<file path="config.mk">
export PLATFORM = sky130hd
export DESIGN_NAME = agc_loop_controller
export DESIGN_NICKNAME = d
export VERILOG_FILES = /design/src/rtl/agc_loop_controller.sv
export SDC_FILE = /design/constraint.sdc
export NUM_CORES = 1
export LEC_CHECK = 0
export ABC_AREA = 1
export ABC_CLOCK_PERIOD_IN_PS = 22600
export BUFFER_PORTS_ARGS = -buffer_cell sky130_fd_sc_hd__buf_2
export CAP_MARGIN = 40
export CORE_MARGIN = 1.5
export CORE_UTILIZATION = 40
export DETAILED_ROUTE_END_ITERATION = 7
export GPL_TIMING_DRIVEN = 0
export SLEW_MARGIN = 20
export SYNTH_ARGS = -nofsm -noshare
export SYNTH_HDL_FRONTEND = slang
export SYNTH_SLANG_ARGS = --single-unit
</file>
<file path="constraint.sdc">
create_clock -name clk -period 22.6 [get_ports clk]
set_input_delay 5.65 -clock clk [delete_from_list [all_inputs] [get_ports clk]]
set_output_delay 5.65 -clock clk [all_outputs]
set_load 0.1 [all_outputs]
</file>
<file path="src/rtl/agc_loop_controller.sv">
// Block-averaging automatic gain control loop: averages 2^window magnitude samples,
// compares against a reference and steps an unsigned fixed-point gain by alpha*error.
module agc_loop_controller #(
  parameter int W_MAG       = 16,
  parameter int W_ALPHA     = 16,
  parameter int F_ALPHA     = 14,
  parameter int W_REF       = 16,
  parameter int W_GAIN      = 16,
  parameter int F_GAIN      = 14,
  parameter int LOG2_MAXWIN = 8
) (
  input  logic               clk,
  input  logic               reset,
  input  logic               i_enable,
  input  logic [3:0]         i_window_log2,
  input  logic [W_ALPHA-1:0] i_alpha,
  input  logic [W_REF-1:0]   i_reference,
  input  logic [W_MAG-1:0]   s_mag_data,
  input  logic               s_mag_valid,
  output logic               s_mag_ready,
  output logic [W_GAIN-1:0]  o_gain,
  output logic               o_gain_valid,
  output logic               o_sat_hi,
  output logic               o_sat_lo,
  output logic               o_busy
);

  localparam int ACC_W   = W_MAG + LOG2_MAXWIN;
  localparam int CNT_W   = LOG2_MAXWIN + 1;
  localparam int ERR_W   = W_REF + 1;
  localparam int PROD_W  = W_ALPHA + 1 + ERR_W;
  localparam int SUM_W   = ((PROD_W > W_GAIN) ? PROD_W : W_GAIN) + 2;
  localparam int WIN_CAP = (LOG2_MAXWIN > 15) ? 15 : LOG2_MAXWIN;

  localparam logic [3:0]        WIN_CAP_L = 4'(WIN_CAP);
  localparam logic [W_GAIN-1:0] GAIN_ONE  = W_GAIN'(1) << F_GAIN;

  typedef enum logic [1:0] {
    IDLE  = 2'd0,
    ACCUM = 2'd1,
    CALC  = 2'd2,
    APPLY = 2'd3
  } state_t;

  state_t                    state, state_nxt;
  logic [ACC_W-1:0]          acc;
  logic [CNT_W-1:0]          cnt;
  logic [3:0]                win;
  logic [3:0]                win_next;
  logic [CNT_W-1:0]          last_idx;
  logic                      accept;
  logic                      last_sample;
  logic signed [ERR_W-1:0]   err;
  logic signed [PROD_W-1:0]  prod;
  logic signed [PROD_W-1:0]  delta;
  logic signed [SUM_W-1:0]   sum;
  logic                      sum_neg;
  logic                      sum_ovf;

  assign accept      = s_mag_valid && (state == ACCUM);
  assign win_next    = (i_window_log2 > WIN_CAP_L) ? WIN_CAP_L : i_window_log2;
  assign last_idx    = (CNT_W'(1) << win) - CNT_W'(1);
  assign last_sample = (cnt == last_idx);

  // The sum of 2^win samples shifted right by win always fits back into W_MAG bits.
  assign err  = $signed({1'b0, i_reference}) - $signed({1'b0, W_REF'(acc >> win)});
  assign prod = PROD_W'($signed({1'b0, i_alpha})) * PROD_W'(err);

  assign sum     = SUM_W'($signed({1'b0, o_gain})) + SUM_W'(delta);
  assign sum_neg = sum[SUM_W-1];
  assign sum_ovf = |sum[SUM_W-2:W_GAIN];

  // NOTE: sequential state uses non-blocking (<=) so every flop samples pre-edge values.
  always_ff @(posedge clk or posedge reset) begin
    if (reset) state <= IDLE;
    else       state <= state_nxt;
  end

  // NOTE: every output of this block is given a default first, so no path infers a latch.
  always_comb begin
    state_nxt   = state;
    s_mag_ready = 1'b0;
    o_busy      = (state != IDLE);
    case (state)
      IDLE:  if (i_enable) state_nxt = ACCUM;
      ACCUM: begin
        s_mag_ready = 1'b1;
        if (!i_enable)                  state_nxt = IDLE;
        else if (accept && last_sample) state_nxt = CALC;
      end
      CALC:    state_nxt = i_enable ? APPLY : IDLE;
      // An update already computed is always committed, even if enable just dropped.
      APPLY:   state_nxt = i_enable ? ACCUM : IDLE;
      default: state_nxt = IDLE;
    endcase
  end

  always_ff @(posedge clk or posedge reset) begin
    if (reset) begin
      acc          <= '0;
      cnt          <= '0;
      win          <= '0;
      delta        <= '0;
      o_gain       <= GAIN_ONE;
      o_gain_valid <= 1'b0;
      o_sat_hi     <= 1'b0;
      o_sat_lo     <= 1'b0;
    end else begin
      o_gain_valid <= 1'b0;
      case (state)
        IDLE: begin
          acc <= '0;
          cnt <= '0;
          win <= win_next;
        end
        ACCUM: begin
          if (accept) begin
            acc <= acc + ACC_W'(s_mag_data);
            cnt <= cnt + CNT_W'(1);
          end
        end
        CALC: delta <= prod >>> F_ALPHA;
        APPLY: begin
          if (sum_neg) begin
            o_gain   <= '0;
            o_sat_hi <= 1'b0;
            o_sat_lo <= 1'b1;
          end else if (sum_ovf) begin
            o_gain   <= '1;
            o_sat_hi <= 1'b1;
            o_sat_lo <= 1'b0;
          end else begin
            o_gain   <= sum[W_GAIN-1:0];
            o_sat_hi <= 1'b0;
            o_sat_lo <= 1'b0;
          end
          o_gain_valid <= 1'b1;
          acc          <= '0;
          cnt          <= '0;
          win          <= win_next;
        end
        default: ;
      endcase
    end
  end

endmodule

</file>
* Word-level counts from Yosys, hierarchy flattened
Cells that the tools add are included.
** Operators by class
- $mul :: 1
- Multiplexer cells :: 18
- $add $sub $neg :: 5
- Equality and inequality tests :: 7
- Reduce and logical (&&, ||, !) cells :: 9
- Order comparisons :: 1
- Shifts and indexed selects :: 2
** Operators with widths (count)
- case mux 24 bit (2 select lines) :: 1
- multiplier 17 x 17 -> 34 bit :: 1
- 2-to-1 mux 16 bit :: 2
- adder 24 x 16 -> 24 bit :: 1
- 2-to-1 mux 24 bit :: 1
- >> shifter 24 x 4 -> 16 bit :: 1
- adder 17 x 20 -> 21 bit :: 1
- OR reduction 19 bit :: 1
- case mux 9 bit (2 select lines) :: 1
- subtractor 16 x 16 -> 17 bit :: 1
- adder 9 x 1 -> 9 bit, second input constant :: 1
- == test 9 bit :: 1
- 2-to-1 mux 9 bit :: 1
- left shift 1 x 4 -> 9 bit, first input constant :: 1
- subtractor 9 x 2 -> 9 bit, second input constant :: 1
- 2-to-1 mux 2 bit :: 4
- case mux 2 bit (4 select lines) :: 1
- 2-to-1 mux 1 bit :: 6
- == test 2 bit, second input constant :: 2
- > comparator 4 bit, second input constant :: 1
- 2-to-1 mux 4 bit :: 1
- inequality test 2 bit, second input constant :: 2
- AND reduction 2 bit :: 2
- nonzero test 2 bit :: 2
- other kinds (5) :: 6
** Storage, ports and cells
- Register bits :: 78
- Output and inout port bits :: 21

* Longest topological paths before layout
- Word-level depth :: 7
- Depth in mapped cells :: 47
- Mapped depth without buffers :: 44

* Least setup slack after synthesis
No wires, ideal clock.
- Path type :: input-to-reg
- From :: input port i_reference[0]
- To :: register delta[8]
- Data arrival time :: 11.854 ns
- Path slack :: 10.628 ns
- Buffers on the path :: 1
- Library setup time :: 0.118 ns
- Stages on the path :: 34
- Cells stage by stage :: inv_1 ha_1 fa_1 inv_1 nand2_1 o21ai_1 nand3_1 nand2_1 nand2_1 nand2_1 nand2_1 nand3_1 buf_2 nand3_1 fa_1 inv_1 fa_1 inv_1 fa_1 inv_1 fa_1 fa_1 inv_1 fa_1 inv_1 ha_1 inv_1 o21ai_0 a21oi_1 o21ai_0 a21oi_1 or2_1 nand3_1 nand2_1
** Between the ends
- Cells in the longest elaborated chain, start to end :: 2
** Ends and longest elaborated chain
- start: declaration :: line 17 : input logic [W_REF-1:0] i_reference,
- subtractor 16 x 16 -> 17 bit :: line 66 : assign err = $signed({1'b0, i_reference}) - $signed({1'b0, W_REF'(acc >> win)});
- multiplier 17 x 17 -> 34 bit :: line 67 : assign prod = PROD_W'($signed({1'b0, i_alpha})) * PROD_W'(err);
- end signal: assignment :: line 122 : CALC: delta <= prod >>> F_ALPHA;
- end: declaration :: line 55 : logic signed [PROD_W-1:0] delta;
No other way between the ends.
A chain may end at the register's enable or synchronous reset.

* Worst setup path after layout
Ends and elaborated chain as after synthesis.

==> flow_metrics.py <==
metrics = {
    "outcome": {
        "status": "finished, violations left",
        "violations": "DRC",
    },
    "detailed_routing": {
        "wl_per_cell_um": 17.3,
        "vias": 15560,
        "routed_wl_mm": 51.2,
        "drc_errors": 1,
        "postRouteAntennaNets": 0,
        "first_pass_iters": 8,
        "drt_iter0_markers": 1004,
        "via_per_inst": 5.26,
    },
    "synthesis": {
        "synth_seq_cells": 78,
        "synth.avg_cell_area_um2": 7.13,
        "syn_inst": 2339,
        "synthArstFlopShare": 1.00,
        "syn_nets": 2788,
        "ys.flop_type": "dfrtp_1",
        "ys_seq_area_frac": 0.117,
        "yosysWarnings": 0,
        "synth-edff-count": 0,
        "syn_area_um2": 16700,
        "ys_types": 55,
    },
    "layout": {
        "layout-area-overhead-vs-synth_pct": 8.04,
        "drive_gt1_frac": 0.0660,
        "stdcell_count": 2959,
        "fin_nets": 2871,
        "final_cell_mix": "nand2_1, inv_1, nor2_1",
        "final_common_cell": "nand2_1",
    },
    "setup_path": {
        "cp-start-kind": "input port",
        "r2r_slack_ps": 13380,
        "path_max_fanout": 10,
        "reg2reg_to": "delta[8]",
        "cpPeakStageDelay_ps": 570,
        "reg2reg_depth": 40,
        "cpMostUsedCell": "inv_1",
        "worst_setup_path_end_kind": "register",
        "cp.required_ps": 22830,
        "cp_data_arrival_time_ps": 13030,
        "cp_slowest_cell": "fa_1",
        "r2r-start": "win[0]",
        "crit_type": "in2reg",
    },
    "clock_tree": {
        "path_clk_slew_ps": 60,
        "htree_levels": 3,
        "cts.repair.resized": 0,
        "post_cts_buffers": 0,
        "cts-root-buf": "clkbuf_16",
        "cts_tree": "built",
        "cts.path.max_buffers": 2,
        "insertion_delay_ps": 350,
        "hold_buffers": 0,
        "clock-sinks": 78,
        "cts_buffers": 9,
    },
    "hold_path": {
        "min_path_type": "reg2reg",
        "worstHoldStart": "o_sat_hi",
        "holdPathEnd": "o_sat_hi",
        "min_delay_path_depth": 2,
    },
    "sta": {
        "finClkSkew_ps": 9.61,
        "finalSetupTns_ps": 0,
        "hold_violations": 0,
        "max_freq_ghz": 0.0782,
        "slew_viol_final": 0,
        "fin_ws_ps": 9810,
        "hold_ws_ps": 484,
        "max_slew_margin": 0.493,
        "rsz0062_at_grt": "false",
        "min_period_ps": 12790,
        "tightest_slew_ps": 760,
        "period_share": 0.566,
        "setup_violations": 0,
    },
    "global_routing": {
        "antenna_found_initial": 1,
        "track_usage": 0.242,
        "gr-total-overflow": 0,
        "grt_pass1_vias": 15492,
        "grt_max_degree": 47,
        "grt_pass1_wl_mm": 82.8,
    },
    "die": {
        "dieArea_um2": 42900,
        "initial_utilization": 0.407,
        "die_width_um": 207,
        "die_h_um": 207,
        "row_count": 74,
        "coreArea_um2": 41000,
        "io_pins": 77,
    },
    "place": {
        "hpwl_mm": 43.7,
        "gp_congestion": 0.922,
        "port_buffers": 68,
        "dp_slack_ps": 9480,
        "placedCellCount": 2942,
    },
    "job": {
        "maxCapViolCount": 0,
    },
}
metrics by stage:
step	util	instance area, µm²
final	0.439	18000
after global placement	0.431	17700
after global routing	0.439	18000
after CTS	0.439	18000
after floorplan	-	16700
after detailed placement	0.432	17700
how the worst max path moves through the flow:
stage	endpoint	start	depth (start not counted)	slack, ps
2_1_floorplan	delta[8]	i_reference[0]	34	10630
3_3_place_gp	delta[8]	i_reference[0]	35	9540
3_5_place_dp	delta[8]	i_reference[0]	35	9480
4_1_cts	delta[8]	i_reference[0]	35	9830
5_1_grt	delta[8]	i_reference[0]	35	9400
6_report	delta[8]	i_reference[0]	35	9810
sequential cells by signal, indices dropped and copies added (netlist names):
register	count
acc	24
delta	20
o_gain	16
cnt	9
win	4
state	2
o_gain_valid	1
o_sat_hi	1
o_sat_lo	1
logic make-up after synthesis:
family	count (synthesis)	share of synthesized area
muxes	4	0.00240
and+or+nand+nor	1035	0.260
AOI/OAI and AO/OA	282	0.0951
DFF	78	0.117
xor gates and xnor gates	30	0.0162
buffers and inverters	517	0.120
adders and majority gates	393	0.390
routing by layer:
metal	up-vias	track usage	part of all wire
met2	464	0.399	0.47
met5	-	0	0
met1	7562	0.344	0.46
met3	57	0.0277	0.057
li1	7477	-	-
met4	0	0.0497	0.018
critical path, delay by kind of cell:
kind / cells / cell delay (ps)
adders and majority gates: 9 / 4100
and+or+nand+nor: 11 / 1290
buffers and inverters: 10 / 990
AOI/OAI and AO/OA: 5 / 1030
synth_stat cells (13+ instances only):
library cell  number  area share
nor3_1            21      0.0063
nand3_1          166       0.050
dfrtp_1           77        0.12
nand4_1           15      0.0056
o21ai_0          105       0.032
clkbuf_1          39      0.0088
nand2_1          529        0.12
nor2_1           251       0.057
xor2_1            17      0.0089
inv_1            446        0.10
fa_1             211        0.25
a21oi_1          111       0.033
ha_1             182        0.14
o22ai_1           13      0.0049
area by class of cell:
cell class              instances  area, µm²
repair buffers                 72        383
inverters                     459       1730
diodes                          1       2.50
clock buffers                   9        225
fillers                      4236      23000
well taps                     532        666
clock inverters                 6       61.3
multi-input cells            1744      12700
plain buffers                  58        270
flip-flops and latches         78       1950
Power is left out: the tool's default activity adds up to more than one toggle a clock period on the data nets, which glitch-free logic cannot reach.
